<file path="src/rtl/onehot_pkg.sv">
// Shared constants, entry payload and decode helper for the one-hot codec family.
package onehot_pkg;

    localparam int unsigned CODE_W     = 4;
    localparam int unsigned ONEHOT_W   = 16;
    localparam int unsigned CODE_MIN   = 1;
    localparam int unsigned CODE_MAX   = 10;
    localparam int unsigned BIT_OFFSET = 5;

    typedef struct packed {
        logic [ONEHOT_W-1:0] onehot;
        logic                err;
    } onehot_entry_t;

    typedef enum logic [1:0] {
        OCC_EMPTY = 2'd0,
        OCC_ONE   = 2'd1,
        OCC_FULL  = 2'd2
    } occ_e;

    function automatic int unsigned occ_to_cnt(input occ_e occ);
        return 32'(occ);
    endfunction

    // Code 0 means "no bit set"; codes above CODE_MAX are flagged as errors.
    function automatic onehot_entry_t decode(input logic [CODE_W-1:0] code);
        onehot_entry_t e;
        e.onehot = '0;
        e.err    = 1'b0;
        if (32'(code) >= CODE_MIN && 32'(code) <= CODE_MAX) begin
            e.onehot = ONEHOT_W'(1) << (32'(code) + BIT_OFFSET);
        end else if (32'(code) > CODE_MAX) begin
            e.err = 1'b1;
        end
        return e;
    endfunction

endpackage

</file>
<file path="src/rtl/onehot_skid_fifo.sv">
// Two-entry shift FIFO; the head always sits in slot0 so read data comes straight from a flop.
module onehot_skid_fifo
    import onehot_pkg::*;
#(
    parameter type         T     = onehot_entry_t,
    parameter int unsigned DEPTH = 2
) (
    input  logic clk,
    input  logic rst_n,
    input  logic wr_valid,
    output logic wr_ready,
    input  T     wr_data,
    output logic rd_valid,
    input  logic rd_ready,
    output T     rd_data
);

    occ_e occ_q, occ_d;
    T     slot0_q, slot0_d;
    T     slot1_q, slot1_d;
    logic wr_ready_q, wr_ready_d;
    logic rd_valid_q, rd_valid_d;
    logic push, pop;

    always_ff @(posedge clk or negedge rst_n) begin
        if (!rst_n) begin
            occ_q      <= OCC_EMPTY;
            slot0_q    <= '0;
            slot1_q    <= '0;
            wr_ready_q <= 1'b0;
            rd_valid_q <= 1'b0;
        end else begin
            occ_q      <= occ_d;
            slot0_q    <= slot0_d;
            slot1_q    <= slot1_d;
            wr_ready_q <= wr_ready_d;
            rd_valid_q <= rd_valid_d;
        end
    end

    // Occupancy transitions, slot shifting and registered handshake flags.
    always_comb begin
        occ_d   = occ_q;
        slot0_d = slot0_q;
        slot1_d = slot1_q;
        push    = wr_valid && wr_ready_q;
        pop     = rd_valid_q && rd_ready;

        unique case ({push, pop})
            2'b10:   occ_d = (occ_q == OCC_EMPTY) ? OCC_ONE : OCC_FULL;
            2'b01:   occ_d = (occ_q == OCC_FULL) ? OCC_ONE : OCC_EMPTY;
            default: occ_d = occ_q;
        endcase

        if (pop) begin
            slot0_d = slot1_q;
        end
        if (push) begin
            if (occ_q == OCC_EMPTY || (occ_q == OCC_ONE && pop)) begin
                slot0_d = wr_data;
            end else begin
                slot1_d = wr_data;
            end
        end

        wr_ready_d = occ_to_cnt(occ_d) < DEPTH;
        rd_valid_d = occ_d != OCC_EMPTY;
    end

    assign wr_ready = wr_ready_q;
    assign rd_valid = rd_valid_q;
    assign rd_data  = slot0_q;

endmodule

</file>
<file path="src/rtl/onehot_decoder.sv">
// 4-to-16 one-hot decoder with a 2-entry output buffer and saturating illegal-code counter.
module onehot_decoder
    import onehot_pkg::*;
#(
    parameter int unsigned DEPTH = 2,
    parameter int unsigned CNT_W = 8
) (
    input  logic                clk,
    input  logic                rst_n,
    input  logic                in_valid,
    output logic                in_ready,
    input  logic [CODE_W-1:0]   in_code,
    output logic                out_valid,
    input  logic                out_ready,
    output logic [ONEHOT_W-1:0] out_onehot,
    output logic                out_err,
    output logic [CNT_W-1:0]    err_cnt
);

    onehot_entry_t wr_entry;
    onehot_entry_t head;
    logic          fifo_wr_ready;
    logic [CNT_W-1:0] err_cnt_q, err_cnt_d;

    always_comb begin
        wr_entry = decode(in_code);
    end

    onehot_skid_fifo #(
        .T     (onehot_entry_t),
        .DEPTH (DEPTH)
    ) u_fifo (
        .clk      (clk),
        .rst_n    (rst_n),
        .wr_valid (in_valid),
        .wr_ready (fifo_wr_ready),
        .wr_data  (wr_entry),
        .rd_valid (out_valid),
        .rd_ready (out_ready),
        .rd_data  (head)
    );

    always_ff @(posedge clk or negedge rst_n) begin
        if (!rst_n) begin
            err_cnt_q <= '0;
        end else begin
            err_cnt_q <= err_cnt_d;
        end
    end

    // Count accepted illegal codes, holding at all-ones instead of wrapping.
    always_comb begin
        err_cnt_d = err_cnt_q;
        if (in_valid && fifo_wr_ready && wr_entry.err && err_cnt_q != '1) begin
            err_cnt_d = err_cnt_q + CNT_W'(1);
        end
    end

    assign in_ready   = fifo_wr_ready;
    assign out_onehot = head.onehot;
    assign out_err    = head.err;
    assign err_cnt    = err_cnt_q;

endmodule

</file>
<file path="config.mk">
export PLATFORM = sky130hd
export DESIGN_NAME = onehot_decoder
export DESIGN_NICKNAME = d
export VERILOG_FILES = /design/src/rtl/onehot_pkg.sv /design/src/rtl/onehot_skid_fifo.sv /design/src/rtl/onehot_decoder.sv
export SDC_FILE = /design/constraint.sdc
export NUM_CORES = 1
export LEC_CHECK = 0
export BUFFER_PORTS_ARGS = -buffer_cell sky130_fd_sc_hd__buf_2
export CORE_MARGIN = 3
export CORE_UTILIZATION = 50
export CTS_CLUSTER_DIAMETER = 60
export DETAILED_ROUTE_END_ITERATION = 7
export MAX_ROUTING_LAYER = met4
export PLACE_DENSITY = 0.77
export SYNTH_ARGS = -nofsm -noshare
export SYNTH_HDL_FRONTEND = slang
export SYNTH_HIERARCHICAL = 1
export SYNTH_SLANG_ARGS = --single-unit
</file>
<file path="constraint.sdc">
create_clock -name clk -period 1.6 [get_ports clk]
set_input_delay 0 -clock clk [delete_from_list [all_inputs] [get_ports clk]]
set_output_delay 0 -clock clk [all_outputs]
set_load 0.02 [all_outputs]
</file>
== Yosys cells after proc, flatten, opt, wreduce, memory -nomap -nowiden ==
Cells that the tools add are included.
W data, S select, Z words.
Storage, ports and cells
  bits in latches: 0
  memories: 0
  output and inout bits: 27
  RAM bits: 0
  bits in read-only memories: 0
  register bits: 46
  word-level logic and storage cells: 40
  bits of input ports: 8
Cells by class
  mux-type cells: 9
  multipliers: 0
  bitwise gates (word level): 1
  eq/ne operators: 5
  div/mod/pow operators: 0
  reduce and logical (&&, ||, !) cells: 10
  add/sub/neg operators: 2
  order comparisons: 4
  shift-type cells: 1
Operator list (count)
  $mux W17: 3
  $mux W16: 1
  $shl A1 B5 Y16 const A: 1
  $add A8 B1 Y8 const B: 1
  $ne A8 B8 Y1 const B: 1
  $logic_and A1 B1 Y1: 6
  $add A4 B3 Y5 const B: 1
  $eq A2 B1 Y1 const B: 2
  $eq A2 B2 Y1 const B: 2
  $ge A4 B1 Y1 const B: 1
  $gt A4 B4 Y1 const B: 1
  $le A4 B4 Y1 const B: 1
  $pmux W2 S2: 1
  $mux W1: 3
  $logic_not A2 Y1: 1
  $lt A2 B2 Y1 const B: 1
  $mux W2: 1
  $reduce_and A2 Y1: 1
  $reduce_bool A2 Y1: 1
  $logic_or A1 B1 Y1: 1
  $not A1 Y1: 1

== Longest topological paths before layout ==
  depth in word-level cells: 5
  gate-level depth with buffers: 5
  depth with buffers taken out: 5

== Modules after synthesis ==
The synthesis kept the hierarchy.
By module, submodules not included
  onehot_skid_fifo: instances 1, sequential area each 950.9 µm², area an instance 1783.0 µm², cells each 110
  onehot_decoder: instances 1, sequential area each 200.2 µm², area an instance 508.0 µm², cells each 56

== Least setup slack after synthesis ==
OpenSTA, ideal clock, no wires.
  kind: reg2reg
  from: reg err_cnt_q[0] (netlist: err_cnt[0])
  to: reg err_cnt_q[1] (netlist: err_cnt[1])
  setup slack: -0.113 ns
  arrival time: 1.588 ns
  stages on the path, launching flop included: 5
  path buffers: 0
  setup time: 0.125 ns
  required time: 1.475 ns
  clock period less this slack: 1.713 ns
  path through: dfrtp_1 > ha_1 > and3_1 > a211oi_2 > mux2_2
Between the ends
  longest elaborated chain between the ends: 2
  elaborated cells on any way between the ends: 3
  those cells by class: add/sub: 1; eq/ne: 1; reduce/logical: 1
Ends and longest elaborated chain
  start, declared: RTL line onehot_decoder.sv:23  | logic [CNT_W-1:0] err_cnt_q, err_cnt_d;
  start signal, assigned: RTL line onehot_decoder.sv:47  | err_cnt_q <= err_cnt_d;
  parallel branches: the longest is 2 deep, another holds $add A8 B1 Y8
Parallel ways; which one is timed is not known.
A chain may end at the register's enable or synchronous reset.

== Worst setup path in the final report ==
  from: reg err_cnt_q[1] (netlist: err_cnt[1])
  to: reg err_cnt_q[1] (netlist: err_cnt[1])
Same word-level chain as after synthesis.

==> parameters.txt <==
Parameter                              Value

Status
  Result of the run    complete, no violations

GRT
  Remaining Overflow, GRT    0
  Antenna violations before repair    0
  Vias in the first global route    1583
  First-pass GRT wire length    7370 um
  Total global routing track utilization    0.181
  Largest net degree at the start of global routing    30

Clock tree
  Max Root-Sink Buffers    2
  Clock-pin slew reported for the worst setup and hold paths after clock tree synthesis    0.08 ns
  Post-CTS setup buffer count    0
  CTS sink cnt    46
  CTS buffer count    5
  Clock tree from TritonCTS    done
  Gates resized, CTS repair    0
  CTS H-tree depth    2
  Clock insertion delay at the later pin of the skew report    0.29 ns
  Buffer cell driving the clock tree root    clkbuf_8
  CTS hold repair buffers    1

Die
  Die footprint    0.00543 sq mm
  Floorplan core area    0.00420 sq mm
  Height of the chip    73.7 um
  IO Pins    35
  Cell Rows    23
  Effective utilization at floorplan    0.545
  Die Span X    73.7 um

Routing
  Post-detailed-route DRC marker count    0
  1st-iter DRT viols    117
  Vias/cell    5.26
  Post-detailed-route count of antenna-violating nets    0
  Pre-Repair DR Iteration Count    5
  Routed Wire Length    4120 um
  Total number of vias    1441
  Routed len/inst    15.0 um

Power and ir drop
  Internal Power    3.19 mW
  Maximum vdd ir drop    1.14 mV
  Combinational cell fraction of total power    0.436
  Proportion of power drawn by flip-flops and latches    0.392
  Pwr per Cell Area    1800 mW/mm^2
  Total net switching power    1.73 mW
  Leakage    1.34 nW
  Final Total Pwr    4.91 mW
  Power share of the clock group    0.172
  Sw Ratio    0.352

STA
  Setup repair after global routing missed its margin    no
  Highest attainable clock frequency    640 MHz
  Final number of setup-violating endpoints    0
  Final slew viol count    0
  Final setup TNS    0 ns
  Final Critical Period    1.56 ns
  Endpoints failing hold    0
  Worst slew margin relative to its limit    0.572
  Actual slew at the worst max-slew pin    0.641 ns
  Max Clock Skew    0.0104 ns
  Final clock period utilization by the worst path    0.976

Synthesis
  Top post-synthesis cells by area    dfrtp_1, mux2_2, mux2_4
  Number of synthesized flops with an enable pin    0
  Synth cell types    39
  Yosys warning count    6
  Most frequent cell after synthesis    dfrtp_1
  Cell area after technology mapping    0.00229 sq mm
  Most frequent cells after synthesis    dfrtp_1, mux2_2, mux2_4, nor2_1
  Syn Inst Count    166
  Largest area contributor in the netlist    dfrtp_1
  Dominant register cell in the synthesized netlist    dfrtp_1
  Async S/R FF share, synth    1.00
  Share of the synthesized area in the top cell type    0.502
  Number of flip-flops and latches in the synthesized netlist    46
  Synth Area per Inst    13.8 sq um
  Register area share after synthesis    0.502

Critical path
  Worst EP arrival    1.74 ns
  CP Data Required Time    1.78 ns
  Cell depth of the worst flop-to-flop path    4
  Source of the critical timing path    err_cnt[1]$_DFFE_PN0P_
  Element type at the critical path start    flip-flop
  Launch point of the worst reg-to-reg path    err_cnt[1]$_DFFE_PN0P_
  Flop2flop setup slack    0.04 ns
  Endpoint kind of the worst setup timing path    flip-flop
  R2r endpoint    err_cnt[1]$_DFFE_PN0P_
  Crit Path Class    reg2reg
  Crit path max fanout    5
  Critical Path End    err_cnt[1]$_DFFE_PN0P_

Place
  Last weighted congestion value of the routability-driven placer    0.855
  Post-DP HPWL    2990 um
  Quantity of I/O buffers inserted on ports    34

Layout
  Proportion of layout cells with a drive suffix above 1    0.504
  Utilization after layout    0.650
  Layout-stage area growth over the synthesis result    19.2%
  Footprint of the multi-input gates    0.00111 sq mm
  Diode count    0
  Total area of sequential cells    0.00115 sq mm
  Total number of nets in the final design    232
  Fillcell total    327

Worst hold path
  Worst Hold Class    in2reg

Run
  Max-Cap Viols    0
==> routing by layer <==
metal | track usage | share of wire | up-vias
met5 | - | 0 | -
met4 | 0.0302 | 0.0041 | 0
met3 | 0.0561 | 0.038 | 4
met2 | 0.294 | 0.49 | 32
met1 | 0.224 | 0.47 | 710
li1 | - | - | 695
==> placed cells by master, fill, tap and decap left out, drive strengths merged <==
cell type | Yosys | routed
inv | 2 | 2
a211oi | 2 | 2
conb | 1 | 12
and3 | 2 | 2
o21bai | 1 | 1
xnor2 | 3 | 3
clkinvlp | 0 | 1
nand2b | 3 | 3
dlygate4sd3 | 0 | 1
bufinv | 0 | 1
and2 | 1 | 1
nor2b | 1 | 1
nor3 | 6 | 6
a21boi | 1 | 1
mux2 | 52 | 52
nand4 | 2 | 2
nor2 | 9 | 9
o21ai | 1 | 1
buf | 5 | 43
dfrtp | 46 | 46
o31a | 1 | 1
and2b | 1 | 1
or2b | 1 | 1
ha | 1 | 1
xor2 | 1 | 1
nor4 | 2 | 2
clkbuf | 0 | 6
nand3 | 4 | 4
a31oi | 2 | 2
and4 | 1 | 1
mux2i | 1 | 1
nand2 | 7 | 7
a21oi | 6 | 6
==> power by group through the flow <==
stage | Combinational [mW] | Sequential (mW) | Clock (mW)
after CTS | 2.17 | 1.93 | 0.867
after detailed placement | 2.16 | 1.95 | 0
after global routing | 2.32 | 2.00 | 0.915
after global placement | 2.09 | 1.92 | 0
final | 2.14 | 1.93 | 0.845
after floorplan | 1.25 | 2.23 | 0
==> through the flow <==
step                      hold slack (ns)  setup WS [ns]  instances  cell area [sq um]
final                              0.0943         0.0387        274               2730
after floorplan                    -0.296        0.00228        177               2340
after detailed placement           0.0594         0.0478        265               2610
after global placement             0.0537          0.108        265               2610
after CTS                          0.0901         0.0331        274               2730
after global routing                0.122        0.00159        274               2730
==> area by class of cell <==
type                    count  area share
clock inverters             2      0.0137
well taps                  50      0.0229
inverters                   2     0.00275
repair buffers             44       0.104
flip-flops and latches     46       0.423
clock buffers               6      0.0266
multi-input cells         124       0.407
==> critical path, stage by stage (launching register included) <==
cell      delay (ns)
dfrtp_2         0.44
ha_2            0.21
and3_1          0.19
a211oi_2        0.24
mux2_2          0.37
==> registers in the layout, summed over array words and instances (netlist names) <==
register and flops:
u_fifo/rd_data 17, u_fifo/slot1_q 17, err_cnt 8, u_fifo/occ_q 2, u_fifo/rd_valid 1, u_fifo/wr_ready 1
==> logic make-up (layout without fill, tap and decap cells) <==
logic type	after synthesis	in the layout	synth area share
AO/OA/AOI/OAI	14	14	0.0486
XOR/XNOR	4	4	0.0153
adder cells (fa/ha/maj)	1	1	0.00546
buffers and inverters	7	54	0.0317
flip-flops	46	46	0.502
multiplexers	53	53	0.289
other	1	12	0.00164
AND/OR/NAND/NOR	40	40	0.105
==> how the worst min path moves through the flow <==
stage                         start                             end  slack, ns  cells after the start
after global routing      out_ready       u_fifo/occ_q[0]$_DFF_PN0_       0.12                      3
after global placement        rst_n  u_fifo/slot1_q[10]$_DFFE_PN0P_       0.05                      1
after floorplan               rst_n          err_cnt[0]$_DFFE_PN0P_      -0.30                      0
final                     out_ready       u_fifo/occ_q[0]$_DFF_PN0_       0.09                      3
after CTS                 out_ready       u_fifo/occ_q[0]$_DFF_PN0_       0.09                      3
after detailed placement      rst_n  u_fifo/slot1_q[10]$_DFFE_PN0P_       0.06                      1
Power figures use the tool's default switching activity.
